$ cat config.mk
export PLATFORM = sky130hd
export DESIGN_NAME = coord_scan_ctrl_flat
export DESIGN_NICKNAME = d
export VERILOG_FILES = /design/src/rtl/coord_scan_ctrl_if.sv /design/src/rtl/coord_scan_ctrl.sv /design/src/flat_wrapper.sv
export SDC_FILE = /design/constraint.sdc
export NUM_CORES = 1
export LEC_CHECK = 0
export BUFFER_PORTS_ARGS = -buffer_cell sky130_fd_sc_hd__buf_4
export CAP_MARGIN = 20
export CELL_PAD_IN_SITES_DETAIL_PLACEMENT = 2
export CELL_PAD_IN_SITES_GLOBAL_PLACEMENT = 2
export CORE_MARGIN = 2
export CORE_UTILIZATION = 39
export CTS_CLUSTER_SIZE = 28
export DETAILED_ROUTE_END_ITERATION = 12
export PLACE_DENSITY_LB_ADDON = 0.15
export SLEW_MARGIN = 10
export SYNTH_ARGS = -nofsm -noshare
export SYNTH_HDL_FRONTEND = slang
export SYNTH_SLANG_ARGS = --single-unit
$ cat constraint.sdc
create_clock -name CLK -period 3.4 [get_ports CLK]
set_input_delay 0.68 -clock CLK [delete_from_list [all_inputs] [get_ports CLK]]
set_output_delay 0.68 -clock CLK [all_outputs]
set_load 0.02 [all_outputs]
$ cat src/rtl/coord_scan_ctrl_if.sv
// -----------------------------------------------------------------------------
// coord_scan_ctrl_if
// Bundle of the control, coordinate-write and presentation signals of the
// block-scan controller.
//
//   slave  modport : the controller (coord_scan_ctrl)
//   master modport : whoever drives the scan request and consumes coordinates
//
// Signals
//   START, ABORT          scan request / cancel
//   BASE_X, BASE_Y        block origin, 8-bit two's complement
//   BLK_W, BLK_H          block width-1 / height-1 (CNT_W bits)
//   X_WE, Y_WE            write enables for the external coordinate registers
//   X_DATA, Y_DATA        data for those registers, 8-bit two's complement
//   COORD_VALID, LAST     registers hold the current position / final position
//   COORD_READY           downstream acceptance
//   BUSY, DONE            scan in progress / one-cycle completion pulse
//
// Handshake: a position is transferred on every rising CLK edge where
// COORD_VALID and COORD_READY are both 1. Once COORD_VALID is raised it stays
// high, with X_DATA/Y_DATA/LAST unchanged, until that edge (ABORT and reset
// excepted). COORD_READY may change freely and has no effect while
// COORD_VALID is 0.
// -----------------------------------------------------------------------------
interface coord_scan_ctrl_if #(
    parameter int CNT_W = 4
);
    logic             START;
    logic             ABORT;
    logic [7:0]       BASE_X;
    logic [7:0]       BASE_Y;
    logic [CNT_W-1:0] BLK_W;
    logic [CNT_W-1:0] BLK_H;
    logic             X_WE;
    logic             Y_WE;
    logic [7:0]       X_DATA;
    logic [7:0]       Y_DATA;
    logic             COORD_VALID;
    logic             COORD_READY;
    logic             LAST;
    logic             BUSY;
    logic             DONE;

    modport slave (
        input  START, ABORT, BASE_X, BASE_Y, BLK_W, BLK_H, COORD_READY,
        output X_WE, Y_WE, X_DATA, Y_DATA, COORD_VALID, LAST, BUSY, DONE
    );

    modport master (
        output START, ABORT, BASE_X, BASE_Y, BLK_W, BLK_H, COORD_READY,
        input  X_WE, Y_WE, X_DATA, Y_DATA, COORD_VALID, LAST, BUSY, DONE
    );
endinterface

$ cat src/rtl/coord_scan_ctrl.sv
// -----------------------------------------------------------------------------
// coord_scan_ctrl
// Raster-scans a (BLK_W+1) x (BLK_H+1) block starting at (BASE_X, BASE_Y).
// For every position it writes X (and Y on the first position and each row
// change) into external coordinate registers, then presents the position
// with COORD_VALID until the downstream interpolator accepts it.
//
// Ports
//   CLK          clock, rising edge
//   RST_ASYNC_N  asynchronous active-low reset
//   bus          coord_scan_ctrl_if.slave (see interface for signal list)
//   state_dbg_o  current FSM state (IDLE=0, WRITE=1, PRESENT=2, FINISH=3)
//
// All outputs are registers. Coordinates wrap modulo 256.
// -----------------------------------------------------------------------------
module coord_scan_ctrl #(
    parameter int CNT_W = 4
) (
    input  logic             CLK,
    input  logic             RST_ASYNC_N,
    coord_scan_ctrl_if.slave bus,
    output logic [1:0]       state_dbg_o
);
    typedef enum logic [1:0] {
        IDLE    = 2'd0,
        WRITE   = 2'd1,
        PRESENT = 2'd2,
        FINISH  = 2'd3
    } state_t;

    state_t           state_q;
    logic [7:0]       base_x_q, base_y_q;
    logic [CNT_W-1:0] blk_w_q, blk_h_q;
    logic [CNT_W-1:0] col_q, row_q;
    logic             x_we_q, y_we_q;
    logic [7:0]       x_data_q, y_data_q;
    logic             valid_q, last_q, busy_q, done_q;

    logic [CNT_W-1:0] col_inc_d, row_inc_d;
    logic             last_pos_d;

    assign col_inc_d  = col_q + CNT_W'(1);
    assign row_inc_d  = row_q + CNT_W'(1);
    assign last_pos_d = (col_q == blk_w_q) && (row_q == blk_h_q);

    // 8-bit two's-complement add, wraps modulo 256.
    function automatic logic [7:0] add8(input logic [7:0] base, input logic [CNT_W-1:0] ofs);
        return base + 8'(ofs);
    endfunction

    always_ff @(posedge CLK or negedge RST_ASYNC_N) begin
        if (!RST_ASYNC_N) begin
            state_q  <= IDLE;
            base_x_q <= '0;
            base_y_q <= '0;
            blk_w_q  <= '0;
            blk_h_q  <= '0;
            col_q    <= '0;
            row_q    <= '0;
            x_we_q   <= 1'b0;
            y_we_q   <= 1'b0;
            x_data_q <= '0;
            y_data_q <= '0;
            valid_q  <= 1'b0;
            last_q   <= 1'b0;
            busy_q   <= 1'b0;
            done_q   <= 1'b0;
        end else if (bus.ABORT) begin
            // Abort wins over START and over a pending handshake.
            state_q <= IDLE;
            x_we_q  <= 1'b0;
            y_we_q  <= 1'b0;
            valid_q <= 1'b0;
            last_q  <= 1'b0;
            busy_q  <= 1'b0;
            done_q  <= 1'b0;
        end else begin
            case (state_q)
                IDLE: begin
                    if (bus.START) begin
                        base_x_q <= bus.BASE_X;
                        base_y_q <= bus.BASE_Y;
                        blk_w_q  <= bus.BLK_W;
                        blk_h_q  <= bus.BLK_H;
                        col_q    <= '0;
                        row_q    <= '0;
                        // First position: both registers written, offset 0.
                        x_we_q   <= 1'b1;
                        y_we_q   <= 1'b1;
                        x_data_q <= bus.BASE_X;
                        y_data_q <= bus.BASE_Y;
                        busy_q   <= 1'b1;
                        state_q  <= WRITE;
                    end
                end
                WRITE: begin
                    x_we_q  <= 1'b0;
                    y_we_q  <= 1'b0;
                    valid_q <= 1'b1;
                    last_q  <= last_pos_d;
                    state_q <= PRESENT;
                end
                PRESENT: begin
                    if (bus.COORD_READY) begin
                        valid_q <= 1'b0;
                        last_q  <= 1'b0;
                        if (col_q < blk_w_q) begin
                            col_q    <= col_inc_d;
                            x_we_q   <= 1'b1;
                            x_data_q <= add8(base_x_q, col_inc_d);
                            state_q  <= WRITE;
                        end else if (row_q < blk_h_q) begin
                            col_q    <= '0;
                            row_q    <= row_inc_d;
                            x_we_q   <= 1'b1;
                            y_we_q   <= 1'b1;
                            x_data_q <= base_x_q;
                            y_data_q <= add8(base_y_q, row_inc_d);
                            state_q  <= WRITE;
                        end else begin
                            done_q  <= 1'b1;
                            state_q <= FINISH;
                        end
                    end
                end
                FINISH: begin
                    done_q  <= 1'b0;
                    busy_q  <= 1'b0;
                    state_q <= IDLE;
                end
                default: state_q <= IDLE;
            endcase
        end
    end

    assign bus.X_WE        = x_we_q;
    assign bus.Y_WE        = y_we_q;
    assign bus.X_DATA      = x_data_q;
    assign bus.Y_DATA      = y_data_q;
    assign bus.COORD_VALID = valid_q;
    assign bus.LAST        = last_q;
    assign bus.BUSY        = busy_q;
    assign bus.DONE        = done_q;
    assign state_dbg_o     = state_q;
endmodule

$ cat src/flat_wrapper.sv
// flat-port wrapper written by rule: the top's interface ports become plain ports
module coord_scan_ctrl_flat 
#(
    parameter int CNT_W = 4
)
  (CLK, RST_ASYNC_N, state_dbg_o, bus_START, bus_ABORT, bus_BASE_X, bus_BASE_Y, bus_BLK_W, bus_BLK_H, bus_COORD_READY, bus_X_WE, bus_Y_WE, bus_X_DATA, bus_Y_DATA, bus_COORD_VALID, bus_LAST, bus_BUSY, bus_DONE);
  coord_scan_ctrl_if #(.CNT_W(CNT_W)) bus_i ();
  input  logic CLK;
  input  logic RST_ASYNC_N;
  output logic [1:0] state_dbg_o;
  input wire logic [$bits(bus_i.START)-1:0] bus_START;
  input wire logic [$bits(bus_i.ABORT)-1:0] bus_ABORT;
  input wire logic [$bits(bus_i.BASE_X)-1:0] bus_BASE_X;
  input wire logic [$bits(bus_i.BASE_Y)-1:0] bus_BASE_Y;
  input wire logic [$bits(bus_i.BLK_W)-1:0] bus_BLK_W;
  input wire logic [$bits(bus_i.BLK_H)-1:0] bus_BLK_H;
  input wire logic [$bits(bus_i.COORD_READY)-1:0] bus_COORD_READY;
  output wire logic [$bits(bus_i.X_WE)-1:0] bus_X_WE;
  output wire logic [$bits(bus_i.Y_WE)-1:0] bus_Y_WE;
  output wire logic [$bits(bus_i.X_DATA)-1:0] bus_X_DATA;
  output wire logic [$bits(bus_i.Y_DATA)-1:0] bus_Y_DATA;
  output wire logic [$bits(bus_i.COORD_VALID)-1:0] bus_COORD_VALID;
  output wire logic [$bits(bus_i.LAST)-1:0] bus_LAST;
  output wire logic [$bits(bus_i.BUSY)-1:0] bus_BUSY;
  output wire logic [$bits(bus_i.DONE)-1:0] bus_DONE;
  assign bus_i.START = bus_START;
  assign bus_i.ABORT = bus_ABORT;
  assign bus_i.BASE_X = bus_BASE_X;
  assign bus_i.BASE_Y = bus_BASE_Y;
  assign bus_i.BLK_W = bus_BLK_W;
  assign bus_i.BLK_H = bus_BLK_H;
  assign bus_i.COORD_READY = bus_COORD_READY;
  assign bus_X_WE = bus_i.X_WE;
  assign bus_Y_WE = bus_i.Y_WE;
  assign bus_X_DATA = bus_i.X_DATA;
  assign bus_Y_DATA = bus_i.Y_DATA;
  assign bus_COORD_VALID = bus_i.COORD_VALID;
  assign bus_LAST = bus_i.LAST;
  assign bus_BUSY = bus_i.BUSY;
  assign bus_DONE = bus_i.DONE;
  coord_scan_ctrl #(.CNT_W(CNT_W)) u_core (.CLK(CLK), .RST_ASYNC_N(RST_ASYNC_N), .bus(bus_i), .state_dbg_o(state_dbg_o));
endmodule
== Word level (Yosys, flattened, before mapping) ==
Index checks and enable logic that the tools add are counted.
Word-level totals
  register bits after elaboration: 56
  memories kept: 0
  bits in read-only memories: 0
  bits in writable memories: 0
  output and inout bits: 24
  bits in latches: 0
  logic and storage cells: 101
Operators by class
  magnitude comparators: 2
  bitwise gates (word level): 1
  equality and inequality tests: 16
  $add $sub $neg: 4
  shift operators: 0
  reductions and logical operators: 16
  divide/modulo/power cells: 0
  muxes and demuxes: 47
  $mul: 0
Operators with widths (number)
  two-way mux 8 bit: 8
  one-hot mux 8 bit (2 select lines): 2
  two-way mux 4 bit: 7
  adder 8 x 4 -> 8 bit: 2
  two-way mux 1 bit: 16
  one-hot mux 4 bit (2 select lines): 2
  != test 3 bit (second input constant): 4
  two-way mux 2 bit: 5
  AND reduction 5 bit: 2
  nonzero test 3 bit: 3
  adder 4 x 1 -> 4 bit (second input constant): 2
  equality test 4 bit: 2
  < comparator 4 bit: 2
  one-hot mux 1 bit (2 select lines): 4
  one-hot mux 2 bit (4 select lines): 1
  AND reduction 4 bit: 2
  != test 2 bit (second input constant): 3
  one-hot mux 1 bit (3 select lines): 2
  AND reduction 2 bit: 3
  AND reduction 6 bit: 1
  equality test 2 bit (second input constant): 2
  != test 4 x 2 -> 1 bit (second input constant): 1
  nonzero test 4 bit: 1
  != test 3 x 1 -> 1 bit (second input constant): 1
  8 further kinds: 8

== Longest topological paths before layout ==
Gate-level depths: netlist of run 1.
  depth in word-level cells: 6
  depth in mapped cells: 9
  depth with buffers taken out: 8

== Worst setup path before layout of run 1 ==
OpenSTA, ideal clock, no wires.
  path type: reg-to-reg
  start: register u_core.state_q[0] (netlist: u_core.state_dbg_o[0])
  end: register u_core.y_data_q[2] (netlist: u_core.bus.Y_DATA[2])
  setup time: 0.125 ns
  arrival: 2.230 ns
  setup slack: 1.045 ns
  required time: 3.275 ns
  cell stages (with the launch flop): 10
  cells stage by stage: dfrtp_1 > inv_1 > ha_1 > nand2b_2 > nand2_4 > or3_1 > clkbuf_2 > a21oi_2 > buf_6 > mux2_4
Between the ends
  cells in the longest elaborated chain, start to end: 3
  elaborated cells between the ends (all ways): 9
  those cells by class: eq/ne: 5; mux: 1; reduce/logical: 3
Ends and longest elaborated chain
  start: declaration: RTL line coord_scan_ctrl.sv:31  | state_t state_q;
  start signal: assignment: RTL line coord_scan_ctrl.sv:53  | state_q <= IDLE;
  start signal: assignment: RTL line coord_scan_ctrl.sv:70  | state_q <= IDLE;
  start signal: assignment: RTL line coord_scan_ctrl.sv:93  | state_q <= WRITE;
  equality test 2 bit or zero test 2 bit (tied branches): RTL line coord_scan_ctrl.sv:78  | case (state_q)
  != test 2 bit (no line), or another cell as far along
  AND reduction 6 bit (no line)
  end signal: assignment: RTL line coord_scan_ctrl.sv:91  | y_data_q <= bus.BASE_Y;
  end signal: assignment: RTL line coord_scan_ctrl.sv:118  | y_data_q <= add8(base_y_q, row_inc_d);
  end: declaration: RTL line coord_scan_ctrl.sv:36  | logic [7:0] x_data_q, y_data_q;
Several ways; a longest one is shown, not always the timed one.
A chain may end at the register's enable or synchronous reset.

== Worst setup path in the final report of run 1 ==
  start: register u_core.col_q[1]
  end: register u_core.y_data_q[0] (netlist: u_core.bus.Y_DATA[0])
Between the ends
  cells in the longest elaborated chain, start to end: 3
Ends and longest elaborated chain
  start: declaration: RTL line coord_scan_ctrl.sv:34  | logic [CNT_W-1:0] col_q, row_q;
  start signal: assignment: RTL line coord_scan_ctrl.sv:108  | col_q <= col_inc_d;
  < comparator 4 bit: RTL line coord_scan_ctrl.sv:107  | if (col_q < blk_w_q) begin
  != test 2 bit (no line)
  AND reduction 6 bit (no line)
Every way passes these cells.

==> impl_metrics.py, run 1 <==
metrics = {
    "placed_design": {
        "place_inst": 459,
        "hpwl_um": 6540,
        "io_buffers": 52,
        "gp_congestion": 0.767,
    },
    "cells_and_area": {
        "multiInputGateArea_sq_um": 1800,
        "num_antenna_cells": 0,
        "regArea_sq_um": 1400,
        "syn_to_final_growth_pct": 17.6,
        "nets": 415,
        "nFillCells": 875,
        "drive_gt1_frac": 0.301,
        "final_cell_count_no_fill": 467,
    },
    "timing": {
        "slew_headroom": 0.508,
        "drv_slew": 0,
        "rsz0062_at_grt": "false",
        "worst_slew_pin_slew_ns": 0.739,
        "finalHoldViolCount": 0,
        "post-route-period-util": 0.783,
        "post-route-min-period_ns": 2.66,
        "fmax_mhz": 376,
        "finalSetupViolCount": 0,
        "clock-skew-final_ns": 0.0108,
        "setup_tns_ns": 0,
    },
    "grt": {
        "grt_pass1_wl_um": 14900,
        "grt_use_total": 0.210,
        "grt_max_degree": 57,
        "grt-ovfl-total": 0,
        "grt_pass1_vias": 2894,
        "antenna_found_initial": 0,
    },
    "job": {
        "maxCapViolations": 0,
    },
    "synth": {
        "ys_types": 59,
        "synth_most_common_cell": "dfrtp_1",
        "synth_seq_cells": 56,
        "synth_area_sq_um": 3340,
        "synth_edf_count": 0,
        "synth_commonest_cells": "dfrtp_1 (56), mux2_2 (31), ha_1 (23), o21ai_0 (21), inv_1 (20)",
        "synthFlopType": "dfrtp_1",
        "syn_nets": 364,
        "ys_warn_count": 0,
        "ys_seq_area_frac": 0.420,
        "synth_area_leader_cell": "dfrtp_1",
        "synthArstFlopShare": 1.00,
        "yosys.area.top_type_share": 0.420,
        "syn_inst": 310,
        "synthTopCellsByArea": "dfrtp_1 (42%), mux2_2 (10%), ha_1 (8.6%), o21ai_0 (3.2%), xnor2_1 (2.4%)",
        "syn_avg_cell_area_sq_um": 10.8,
    },
    "power_and_ir_drop": {
        "pwr_density_cell_nw_per_um2": 694,
        "p_leak_nw": 1.79,
        "peakVddDrop_mv": 0.245,
    },
    "floorplan": {
        "core_area_sq_um": 8260,
        "die_h_um": 96.5,
        "start_util": 0.404,
        "pin_count": 53,
        "fp.dieW_um": 96.5,
        "dieArea_sq_um": 9310,
        "rows": 33,
    },
    "clock_tree": {
        "cts_tree": "built",
        "cts-root-buf": "clkbuf_8",
        "path_clk_slew_ns": 0.11,
        "clockBufferDepth": 2,
        "clk_latency_ns": 0.32,
        "cts_buffers": 5,
        "htreeDepth": 2,
        "cts_num_sinks": 56,
        "cts_resized": 0,
        "post_cts_buffers": 0,
        "cts_hold_buf": 0,
    },
    "route": {
        "vias": 2623,
        "drtIter0Drc": 83,
        "routedWlPerCell_um": 19.1,
        "drc": 0,
        "viasPerCell": 5.62,
        "drtPass1Iterations": 4,
        "ant_nets": 0,
        "routed_wl_um": 8940,
    },
    "critical_path": {
        "cp.required_ns": 3.62,
        "cp_max_fo": 11,
        "start_kind": "flip-flop",
        "crit_family": "compound AO/OA/AOI/OAI gates",
        "crit_path_top_delay_cell": "a21oi_2",
        "slowest_delay_ns": 0.54,
        "critPathArrivalTime_ns": 2.88,
        "worstSetupEndpointType": "flip-flop",
        "crit_type": "flip-flop to flip-flop",
        "crit_chain": "ha_1, nor2b_1, o31a_1, o211ai_1, a21oi_2, mux2_2",
        "path_buf_inv": 0,
    },
    "min_path": {
        "hold_path.class": "input pin to async pin",
    },
    "run_status": {
        "status": "complete, no violations",
    },
}
[cell usage in the layout, fill, tap and decap left out, types with 5 or more instances in the layout]
cell type  netlist  routed
ha_1            23      23
dfrtp_1         56      56
mux2i_1          6       6
xnor2_1          9       9
inv_1           20      20
mux2_4           5       5
a21oi_1         11      11
clkbuf_8         0       5
nand3_1         14      14
o211ai_1         8       8
buf_4            0      56
nand2_1         12      12
o21ai_0         21      21
nor2_1          14      14
mux2_2          31      31
[layout make-up]
class | instances | share of cell area
multi-input combinational | 222 | 0.460
clock buffer | 5 | 0.0175
timing repair buffer | 56 | 0.107
sequential | 56 | 0.357
clock inverter | 3 | 0.00574
inverter | 20 | 0.0191
tap | 105 | 0.0335
[power breakdown]
part           internal [mW]  leakage [nW]  switching (mW)
clock network          0.149        0.0485           0.242
logic                  0.608          1.05           0.659
registers              0.893         0.688           0.175
total                   1.65          1.79            1.08
[logic make-up (layout without fill, tap and decap cells)]
kind of cell | count (synthesis) | after routing | share of synthesized area
buffers and inverters | 32 | 84 | 0.0390
adders and majority gates | 25 | 25 | 0.0983
AOI/OAI and AO/OA | 76 | 76 | 0.155
and+or+nand+nor | 67 | 67 | 0.111
DFF | 56 | 56 | 0.420
xor gates and xnor gates | 12 | 12 | 0.0315
muxes | 42 | 42 | 0.145
[sequential cells by signal, indices dropped and copies added (netlist names), 2 cells and up]
signal / flops
u_core.base_x_q: 8
u_core.base_y_q: 8
u_core.blk_h_q: 4
u_core.state_dbg_o: 2
u_core.col_q: 4
u_core.bus.Y_DATA: 8
u_core.blk_w_q: 4
u_core.bus.X_DATA: 8
u_core.row_q: 4
[per-layer routing]
metal,vias up,GRT usage,part of all wire
met2,29,0.370,0.50
met5,-,0,0
met3,4,0.0303,0.024
met1,1362,0.276,0.47
li1,1228,-,-
met4,0,0.0423,0.0069
[path summary, 6_finish.rpt]
path,startpoint,end,slack (ns),cells past startpoint
min reg2reg,u_core.bus.DONE,u_core.bus.DONE,0.52,1
max,u_core.col_q[1],u_core.bus.Y_DATA[0],0.74,6
min,RST_ASYNC_N,u_core.state_dbg_o[0],0.41,1
max in group asynchronous,RST_ASYNC_N,u_core.base_x_q[1],2.50,1
max reg2reg,u_core.col_q[1],u_core.bus.Y_DATA[0],0.74,6
min in group CLK,u_core.bus.DONE,u_core.bus.DONE,0.52,1
[per-stage QoR]
stage                     setup WS, ns   util  area, sq um  hold slack [ns]  power (mW)
final                            0.738  0.475         3920            0.407        2.72
after global routing             0.489  0.475         3920            0.474        2.94
after detailed placement         0.713  0.464         3830            0.496        2.36
after global placement           0.803  0.464         3830            0.481        2.30
after floorplan                   1.04      -         3340            0.384        1.89
after CTS                        0.693  0.475         3920            0.440        2.76
(Power assumes the default switching activity.)
==> run 2: changes to the inputs <==
CORE_UTILIZATION = 37   (was 39)
clock period = 2.5 ns   (was 3.4 ns; I/O delays follow)
==> impl_metrics.py, run 2 (same netlist as run 1, synthesis figures left out) <==
metrics = {
    "cells_and_area": {
        "utilization": 0.458,
        "nFillCells": 904,
        "fin_area_sq_um": 3990,
        "layout_commonest_cell": "buf_4",
        "most-common-layout-cells": "buf_4 (65), dfrtp_1 (56), mux2_2 (31)",
        "drive_gt1_frac": 0.326,
        "num_antenna_cells": 0,
        "syn_to_final_growth_pct": 19.6,
        "nets": 424,
    },
    "clock_tree": {
        "cts_num_sinks": 56,
        "cts-root-buf": "clkbuf_8",
        "clockBufferDepth": 2,
        "cts_hold_buf": 0,
        "cts_buffers": 5,
        "clk_latency_ns": 0.31,
        "htreeDepth": 2,
        "cts_tree": "built",
        "path_clk_slew_ns": 0.10,
    },
    "placed_design": {
        "dp_slack_ns": 0.0614,
        "placed_cell_area_sq_um": 3900,
        "io_buffers": 52,
        "gp_congestion": 0.777,
        "hpwl_um": 7080,
    },
    "critical_path": {
        "cp_max_fo": 4,
        "timing.rr.end": "u_core.bus.Y_DATA[5]",
        "r2r_slack_ns": 0.14,
        "rr_worst_depth": 8,
        "r2r-start": "u_core.row_q[0]",
        "crit_type": "flip-flop to flip-flop",
        "critPathArrivalTime_ns": 2.56,
        "cp.required_ns": 2.70,
        "worstSetupEndpointType": "flip-flop",
        "start_kind": "flip-flop",
    },
    "route": {
        "vias": 2632,
        "drc": 0,
        "viasPerCell": 5.53,
        "routedWlPerCell_um": 20.0,
        "routed_wl_um": 9500,
        "drtPass1Iterations": 4,
        "drtIter0Drc": 66,
        "ant_nets": 0,
    },
    "timing": {
        "finalHoldViolCount": 0,
        "fmax_mhz": 423,
        "fin_ws_ns": 0.138,
        "clock-skew-final_ns": 0.00816,
        "drv_slew": 0,
        "post-route-period-util": 0.945,
        "setup_tns_ns": 0,
        "finalSetupViolCount": 0,
        "slew_headroom": 0.502,
        "worst_slew_pin_slew_ns": 0.747,
        "rsz0062_at_grt": "false",
        "post-route-min-period_ns": 2.36,
    },
    "grt": {
        "antenna_found_initial": 0,
        "grt_pass1_vias": 2947,
        "grt_use_total": 0.204,
        "grt_pass1_wl_um": 15900,
        "grt-ovfl-total": 0,
        "grt_max_degree": 57,
    },
    "run_status": {
        "status": "complete, no violations",
    },
    "floorplan": {
        "die_h_um": 99.0,
        "core_area_sq_um": 8720,
        "fp.dieW_um": 99.0,
        "rows": 34,
        "start_util": 0.382,
        "dieArea_sq_um": 9790,
        "pin_count": 53,
    },
    "power_and_ir_drop": {
        "pwr_density_cell_nw_per_um2": 933,
        "p_leak_nw": 1.81,
        "peakVddDrop_mv": 0.320,
    },
    "job": {
        "maxCapViolations": 0,
    },
    "min_path": {
        "hold_path.class": "input pin to async pin",
    },
}
## run 2: timing repair
item,in CTS,in global routing
setup endpoints to repair,0,11
gates resized for setup,0,6
setup buffers,0,1
## run 2: final cells by class
| type | instances | area, sq um | area share |
|---|---|---|---|
| Multi-Input combinational cell | 222 | 1820 | 0.457 |
| Sequential cell | 56 | 1400 | 0.351 |
| Timing Repair Buffer | 65 | 488 | 0.122 |
| Tap cell | 108 | 135 | 0.0339 |
| Inverter | 20 | 75.1 | 0.0188 |
| Clock buffer | 5 | 68.8 | 0.0172 |
## run 2: worst max-delay path, cell delays in order (launching register included)
cell and delay [ns]:
dfrtp_1 0.43, ha_1 0.23, xor2_1 0.24, ha_2 0.36, o21ai_2 0.18, o21bai_1 0.15, mux2i_1 0.15, a221o_1 0.27
mux2_4 0.25
## run 2: per-layer routing
layer | track usage | vias up | part of all wire
li1 | - | 1244 | -
met1 | 0.286 | 1349 | 0.46
met2 | 0.341 | 37 | 0.51
met3 | 0.0277 | 2 | 0.026
met4 | 0.0316 | 0 | 0.0038
met5 | 0 | - | 0
## run 2: how the worst max path moves through the flow
| stage | start | end | slack (ns) |
|---|---|---|---|
| 6_report | u_core.row_q[0] | u_core.bus.Y_DATA[5] | 0.14 |
| 2_1_floorplan | u_core.state_dbg_o[0] | u_core.bus.Y_DATA[2] | 0.14 |
| 3_5_place_dp | u_core.row_q[0] | u_core.bus.Y_DATA[5] | 0.06 |
| 4_1_cts | u_core.row_q[0] | u_core.bus.Y_DATA[5] | 0.02 |
| 5_1_grt | u_core.state_dbg_o[1] | u_core.bus.Y_DATA[0] | 0.005 |
| 3_3_place_gp | u_core.row_q[0] | u_core.bus.Y_DATA[5] | 0.17 |
## run 2: stage by stage
step	hold WS [ns]	std cells	power [mW]
final	0.246	476	3.72
after CTS	0.276	475	3.74
after global placement	0.484	470	3.15
after detailed placement	0.495	470	3.24
after global routing	0.298	476	3.99
after floorplan	0.204	310	2.57
## run 2: power by group
| group | switching [mW] | internal (mW) | total (mW) | leakage, nW |
|---|---|---|---|---|
| Clock | 0.302 | 0.183 | 0.485 | 0.0359 |
| Sequential | 0.235 | 1.21 | 1.45 | 0.688 |
| Combinational | 0.926 | 0.861 | 1.79 | 1.09 |
| Total | 1.46 | 2.26 | 3.72 | 1.81 |
